[src/rtl/vga_anim_sequencer.sv]
// Frame-synchronous animation controller: frame/step tick generation, button debounce,
// and a grow/hold/shrink/hold FSM whose outputs change only during vertical blanking.
module vga_anim_sequencer #(
  parameter int FRAME_LINE      = 480,
  parameter int FRAMES_PER_STEP = 4,
  parameter int SIZE_MAX        = 31,
  parameter int SIZE_W          = 5,
  parameter int HOLD_STEPS      = 8,
  parameter int DEBOUNCE_CYCLES = 250000
) (
  input  logic              clk_sys,
  input  logic              reset,
  input  logic              button,
  input  logic [9:0]        h_count,
  input  logic [9:0]        v_count,
  output logic              frame_tick,
  output logic              step_tick,
  output logic [SIZE_W-1:0] size,
  output logic [2:0]        color_idx,
  output logic [2:0]        state,
  output logic              paused
);

  localparam int DIV_W  = (FRAMES_PER_STEP > 1) ? $clog2(FRAMES_PER_STEP) : 1;
  localparam int HOLD_W = $clog2(HOLD_STEPS + 1);
  localparam int DEB_W  = $clog2(DEBOUNCE_CYCLES + 1);
  localparam logic [SIZE_W-1:0] SIZE_TOP = SIZE_W'(SIZE_MAX);

  typedef enum logic [2:0] {
    GROW       = 3'd0,
    HOLD_BIG   = 3'd1,
    SHRINK     = 3'd2,
    HOLD_SMALL = 3'd3,
    PAUSE      = 3'd4
  } state_t;

  logic [DIV_W-1:0]  div_cnt;
  logic              div_wrap, step_now;
  logic              sync1, sync2, deb_level, deb_done, press;
  logic [DEB_W-1:0]  deb_cnt;
  state_t            state_q, state_n, resume_q, resume_n;
  logic [HOLD_W-1:0] hold_q, hold_n;
  logic [SIZE_W-1:0] size_n;
  logic [2:0]        color_n;

  assign div_wrap = (div_cnt == DIV_W'(FRAMES_PER_STEP - 1));
  assign step_now = frame_tick && div_wrap;

  // NOTE: every register is written with <= so all flops sample pre-edge values together.
  always_ff @(posedge clk_sys) begin
    if (reset) begin
      frame_tick <= 1'b0;
      step_tick  <= 1'b0;
      div_cnt    <= '0;
    end else begin
      frame_tick <= (h_count == 10'd0) && (v_count == 10'(FRAME_LINE));
      step_tick  <= step_now;
      if (frame_tick) div_cnt <= div_wrap ? '0 : div_cnt + 1'b1;
    end
  end

  // Counter runs only while the synced level disagrees with the accepted level,
  // so any bounce back restarts the stability window.
  assign deb_done = (deb_cnt == DEB_W'(DEBOUNCE_CYCLES - 1));
  assign press    = sync2 && !deb_level && deb_done;

  always_ff @(posedge clk_sys) begin
    if (reset) begin
      sync1     <= 1'b0;
      sync2     <= 1'b0;
      deb_level <= 1'b0;
      deb_cnt   <= '0;
    end else begin
      sync1 <= button;
      sync2 <= sync1;
      if (sync2 == deb_level) begin
        deb_cnt <= '0;
      end else if (deb_done) begin
        deb_cnt   <= '0;
        deb_level <= sync2;
      end else begin
        deb_cnt <= deb_cnt + 1'b1;
      end
    end
  end

  always_ff @(posedge clk_sys) begin
    if (reset) begin
      state_q   <= GROW;
      resume_q  <= GROW;
      hold_q    <= '0;
      size      <= '0;
      color_idx <= '0;
      paused    <= 1'b0;
    end else begin
      state_q   <= state_n;
      resume_q  <= resume_n;
      hold_q    <= hold_n;
      size      <= size_n;
      color_idx <= color_n;
      paused    <= (state_n == PAUSE);
    end
  end

  assign state = state_q;

  // NOTE: defaults first, so every path assigns every output and no latch is inferred.
  always_comb begin
    state_n  = state_q;
    resume_n = resume_q;
    hold_n   = hold_q;
    size_n   = size;
    color_n  = color_idx;
    if (press) begin
      // Press wins over a coincident step; the step is dropped for the animation.
      if (state_q == PAUSE) begin
        state_n = resume_q;
      end else begin
        state_n  = PAUSE;
        resume_n = state_q;
      end
    end else if (step_now && state_q != PAUSE) begin
      color_n = color_idx + 3'd1;
      unique case (state_q)
        GROW: begin
          if (size < SIZE_TOP) size_n = size + 1'b1;
          if (size_n == SIZE_TOP) begin
            state_n = HOLD_BIG;
            hold_n  = '0;
          end
        end
        HOLD_BIG: begin
          if (hold_q == HOLD_W'(HOLD_STEPS - 1)) begin
            state_n = SHRINK;
            hold_n  = '0;
          end else begin
            hold_n = hold_q + 1'b1;
          end
        end
        SHRINK: begin
          if (size != '0) size_n = size - 1'b1;
          if (size_n == '0) begin
            state_n = HOLD_SMALL;
            hold_n  = '0;
          end
        end
        HOLD_SMALL: begin
          if (hold_q == HOLD_W'(HOLD_STEPS - 1)) begin
            state_n = GROW;
            hold_n  = '0;
          end else begin
            hold_n = hold_q + 1'b1;
          end
        end
        default: ;
      endcase
    end
  end

endmodule
[config.mk]
export PLATFORM = sky130hd
export DESIGN_NAME = vga_anim_sequencer
export DESIGN_NICKNAME = d
export VERILOG_FILES = /design/src/rtl/vga_anim_sequencer.sv
export SDC_FILE = /design/constraint.sdc
export NUM_CORES = 1
export LEC_CHECK = 0
export CAP_MARGIN = 20
export CORE_AREA = 4 4 84 86
export CTS_CLUSTER_DIAMETER = 50
export DETAILED_ROUTE_END_ITERATION = 8
export DIE_AREA = 0 0 88 90
export HOLD_SLACK_MARGIN = 0.08
export SYNTH_ARGS = -nofsm -noshare
export SYNTH_HDL_FRONTEND = slang
export SYNTH_SLANG_ARGS = --single-unit
[constraint.sdc]
create_clock -name clk_sys -period 5 [get_ports clk_sys]
set_clock_uncertainty 0.2 [all_clocks]
set_input_delay 1 -clock clk_sys [delete_from_list [all_inputs] [get_ports clk_sys]]
set_output_delay 1 -clock clk_sys [all_outputs]
set_load 0.03 [all_outputs]
# Yosys cells after proc, flatten, opt, wreduce, memory -nomap -nowiden
# Index checks and enable logic that the tools add are counted.
# word_totals
register_bits	44
in_bits	23
# classes
magnitude_cmp	1
mux	22
n_bitwise	3
add_sub_neg	6
reduce_logical	19
eq_ne	14
# ops
cell	n
5-bit 2-to-1 mux	8
3-bit 2-to-1 mux	7
18-bit by 1-bit adder with 18-bit output (second input constant)	1
18-bit == test (second input constant)	1
4-bit 2-to-1 mux	3
3-bit case mux with 4 select lines	1
4-bit case mux with 3 select lines	1
10-bit by 9-bit == test with 1-bit output (second input constant)	1
10-bit zero test	1
5-bit case mux with 2 select lines	1
3-bit by 2-bit == test with 1-bit output (second input constant)	2
3-bit == test (second input constant)	2
2-bit AND reduction	3
5-bit by 1-bit adder with 5-bit output (second input constant)	1
5-bit == test (second input constant)	1
1-bit logical AND	5
5-bit zero test	1
5-bit less-than comparator (second input constant)	1
5-bit AND reduction	1
5-bit nonzero test	1
5-bit by 1-bit subtractor with 5-bit output (second input constant)	1
4-bit by 1-bit adder with 4-bit output (second input constant)	1
4-bit by 3-bit == test with 1-bit output (second input constant)	1
2-bit != test (second input constant)	2
other kinds (15)	17

# Longest topological paths before layout
# logic_depth
ltp_word	11
depth_mapped	9

# Worst setup path before layout
# No wires, ideal clock.
# synth_timing
path_kind	reg2reg
startpoint	register size[0]
endpoint	register hold_q[0]
slack_ns	2.472
path_buffers	1
period_less_slack_ns	2.528
path_stages_with_launch	10
arrival_ns	2.257
cell_sequence	dfxtp_1 > buf_6 > inv_1 > ha_1 > or4b_4 > a21oi_2 > o21a_1 > nor2_1 > or4_1 > a21oi_1
# synth_via
elab_chain_len	8
# synth_rtl
item	line_no	source
start, declared	18	output logic [SIZE_W-1:0] size,
start signal, assigned	99	size <= size_n;
5-bit by 1-bit adder with 5-bit output (tied with other cells)	126	if (size < SIZE_TOP) size_n = size + 1'b1;
5-bit 2-to-1 mux (on tied branches)	126, 141	
5-bit 2-to-1 mux	124	unique case (state_q)
5-bit 2-to-1 mux	122	end else if (step_now && state_q != PAUSE) begin
5-bit 2-to-1 mux	114	if (press) begin
5-bit == test or 5-bit zero test (tied branches)	127, 142	
2-bit != test (no source line)	n/a	
5-bit AND reduction (no source line) *	n/a	
end signal, assigned	98	hold_q <= hold_n;
end, declared	42	logic [HOLD_W-1:0] hold_q, hold_n;
# Every way passes the cells marked *; elsewhere a longest branch is shown, timed or not. The select of a mux whose other input is x is not followed.
# A chain may end at the register's enable or synchronous reset.

# Worst setup path after layout
# layout_timing
startpoint	register size[2]
endpoint	output port size[2]
# No word-level cell between the ends.

==> key figures <==
Run status
  – Status: finished clean

Clocking
  – CTS tree: done
  – Reg clk slew, reported paths: 0.08 ns
  – Latest clock arrival within the worst-skew pair: 0.29 ns
  – CTS resizes: 0
  – Hold_buf cts: 0
  – H-tree depth: 2
  – Clock Sinks: 44
  – Root buf cell: clkbuf_8
  – Largest buffer count on any clock path: 2
  – TritonCTS Buffers: 5
  – Post-CTS setup buffers: 0

Timing
  – Setup_tns: 0 ns
  – Final setup fails: 0
  – Fin crit share: 0.584
  – Slew Limit Headroom: 0.531
  – Worst slew pin tran: 0.703 ns
  – Final hold vios: 0
  – Final min period: 2.92 ns
  – RSZ-0062 raised after global routing: false
  – Fmax: 0.342 GHz
  – Max-slew violations: 0

Placed design
  – Post-DP Area: 2770 um2
  – # port buffers: 36
  – Cells after DPL: 384
  – DP HPWL: 3720 um
  – Placer Congestion: 0.805

Setup path
  – Crit Path Max Fanout: 16
  – R2R cell count: 8
  – CP startpoint kind: flip-flop
  – Critical path's largest stage delay: 0.77 ns
  – Reg2reg start: size[0]
  – CP endpoint kind: output pin
  – CP Buf/Inv Count: 1
  – RR Endpoint: hold_q[0]
  – CP Capture Point: size[2]
  – Cell depth of the worst setup path: 1
  – Worst Path Class, Setup: flip-flop to output pin
  – Arrival @ worst endpoint: 1.72 ns
  – CP required: 3.80 ns
  – CP startpoint: size[2]
  – Worst R2R Setup Slack: 2.38 ns
  – Critical-path top delay cell: clkdlybuf4s50_1
  – Worst-path cell chain: clkdlybuf4s50_1
  – Delay-heaviest family, CP: buffers and inverters

Synth
  – Largest family of logic cells by synthesized area: simple AND/OR/NAND/NOR gates
  – Number of synthesized flops with an enable pin: 0
  – Dominant synthesized flop cell: dfxtp_1
  – Average size of a mapped cell: 8.41 um2
  – Post-Synth XOR/XNOR Area: 0.0734
  – Synth cell types: 61
  – Adder-Cell Fraction of Synth Area: 0.0367
  – Post-Syn Instances: 284
  – Synth async-reset ratio: 0
  – Mux cell area share after synthesis: 0.0215
  – Syn nets: 314
  – Ys Warns: 0
  – Post-Synth Simple-Gate Area: 0.322
  – Cell area after synthesis: 2390 um2
  – Compound-gate portion of the synthesized area: 0.130
  – #FFs+latches synth: 44
  – Sequential element share of the synthesized area: 0.369

Floorplanning
  – Core Rows: 29
  – I/O pins: 37
  – Die Height: 90 um
  – Die width: 88 um
  – Die area: 7920 um2
  – Initial Util: 0.380
  – CORE AREA: 6280 um2

Global route
  – Pin count of the biggest net entering global routing: 19
  – Grt ovf: 0
  – First-pass GRT wire length: 8490 um
  – Initial antenna violation count: 0
  – GRT Total Usage: 0.128
  – Vias in the first global route: 1943

Routing
  – Drt first pass iters: 4
  – Via count: 2030
  – DR WL/cell: 12.6 um
  – DRC: 0
  – Detail Route Antenna Nets: 0
  – Final WL: 4950 um
  – Iteration-0 DRC Markers: 112
  – Vias per cell: 5.18

Flow run
  – Max Cap Viol: 0

Power and ir drop
  – VDD IR max: 0.162 mV
  – LEAKAGE: 1.04 nW
  – Pwr dens: 228 nW/um2

Final layout
  – Area grow syn2layout: 21.0%
  – Ant diodes: 0
  – Fill cells: 640
  – Multi-input combinational cell area: 1390 um2
  – Fin cells: 392
  – Layout cell share with drive strength beyond 1: 0.0794
  – Post-Layout Inst Area: 2890 um2
  – Post-layout nets: 344
  – Register area: 881 um2

Worst hold path
  – Worst min-delay path startpoint: deb_cnt[0]
  – Worst hold path type: flip-flop to flip-flop
-- final cells by class --
cell class / instances / area share
timing repair buffer: 37 / 0.127
clock buffer: 6 / 0.0286
inverter: 8 / 0.0104
clock inverter: 2 / 0.0134
sequential: 44 / 0.305
multi-input combinational: 218 / 0.482
tap: 77 / 0.0333
-- kinds of logic (layout without fill, tap and decap cells) --
group | after synthesis | count (layout)
compound gates | 45 | 45
xor+xnor | 20 | 20
fa+ha+maj | 7 | 7
buf+inv | 22 | 53
flops | 44 | 44
mux | 5 | 5
simple gates | 141 | 141
-- synthesized netlist by cell type, types with 3 or more instances --
cell type,n,area [um2]
mux2i_1,4,40.0
inv_1,8,30.0
clkbuf_1,5,18.8
nor3_1,6,30.0
or2_2,4,25.0
and3_1,9,56.3
nand3_1,17,85.1
nor3b_1,3,22.5
nand2_1,15,56.3
nand4_1,7,43.8
nor4_1,4,25.0
xnor2_1,8,70.1
nor2_1,43,161
ha_1,7,87.6
xor2_1,12,105
nor2b_1,8,50.1
or4_1,3,22.5
buf_2,5,25.0
a21oi_1,13,65.1
dfxtp_1,44,881
o21ai_0,10,50.1
and2_1,4,25.0
-- power breakdown --
part | switching, W | internal [W]
combinational | 0.00000846 | 0.0000173
sequential | 0.000000511 | 0.000351
clock | 0.000119 | 0.000163
-- routing by layer --
metal  track usage  part of all wire
met4        0.0384            0.0049
met2         0.225              0.51
met5             0                 0
met1         0.154              0.46
met3        0.0265             0.026
-- metrics by stage --
| step | util | power (W) | hold WS (ns) | setup WS, ns |
|---|---|---|---|---|
| after global placement | 0.441 | 0.000385 | 0.229 | 1.90 |
| after CTS | 0.460 | 0.000671 | 0.259 | 2.05 |
| final | 0.460 | 0.000660 | 0.257 | 2.08 |
| after detailed placement | 0.441 | 0.000386 | 0.239 | 1.85 |
| after global routing | 0.460 | 0.000687 | 0.277 | 1.97 |
| after floorplan | - | 0.000367 | 0.214 | 2.47 |
-- worst min-delay path by stage --
stage	end	depth (start not counted)
floorplan	sync2	1
global placement	deb_cnt[0]	1
detailed placement	deb_cnt[0]	1
CTS	deb_cnt[0]	1
global route	sync2	1
finish	deb_cnt[0]	1
-- layout by cell type, fill, tap and decap left out, drive strengths merged, types with 3 or more instances in the layout --
master,instances
xnor2,8
a311oi,3
o21ai,11
and3,9
clkdlybuf4s50,36
or4,3
and2,5
a21oi,14
nor2,43
nor3b,3
inv,8
dfxtp,44
or2,4
mux2i,4
clkbuf,6
nor2b,8
nor4,5
nor3,6
nand3,17
nand2,15
ha,7
nand4,7
xor2,12
-- worst reg2reg max path: cells and delay by family, from the launching register on --
family                     cells  cell delay, ns
AOI/OAI and AO/OA              3            0.41
adders and majority gates      1            0.27
buffers and inverters          1            0.13
DFF                            1            0.57
and+or+nand+nor                3            0.96
-- flip-flops by register name, summed over array words and instances (netlist names) --
signal / count
deb_cnt: 18
paused: 1
size: 5
state: 3
step_tick: 1
deb_level: 1
sync1: 1
color_idx: 3
div_cnt: 2
hold_q: 4
sync2: 1
resume_q: 3
frame_tick: 1
Power figures use the tool's default switching activity.
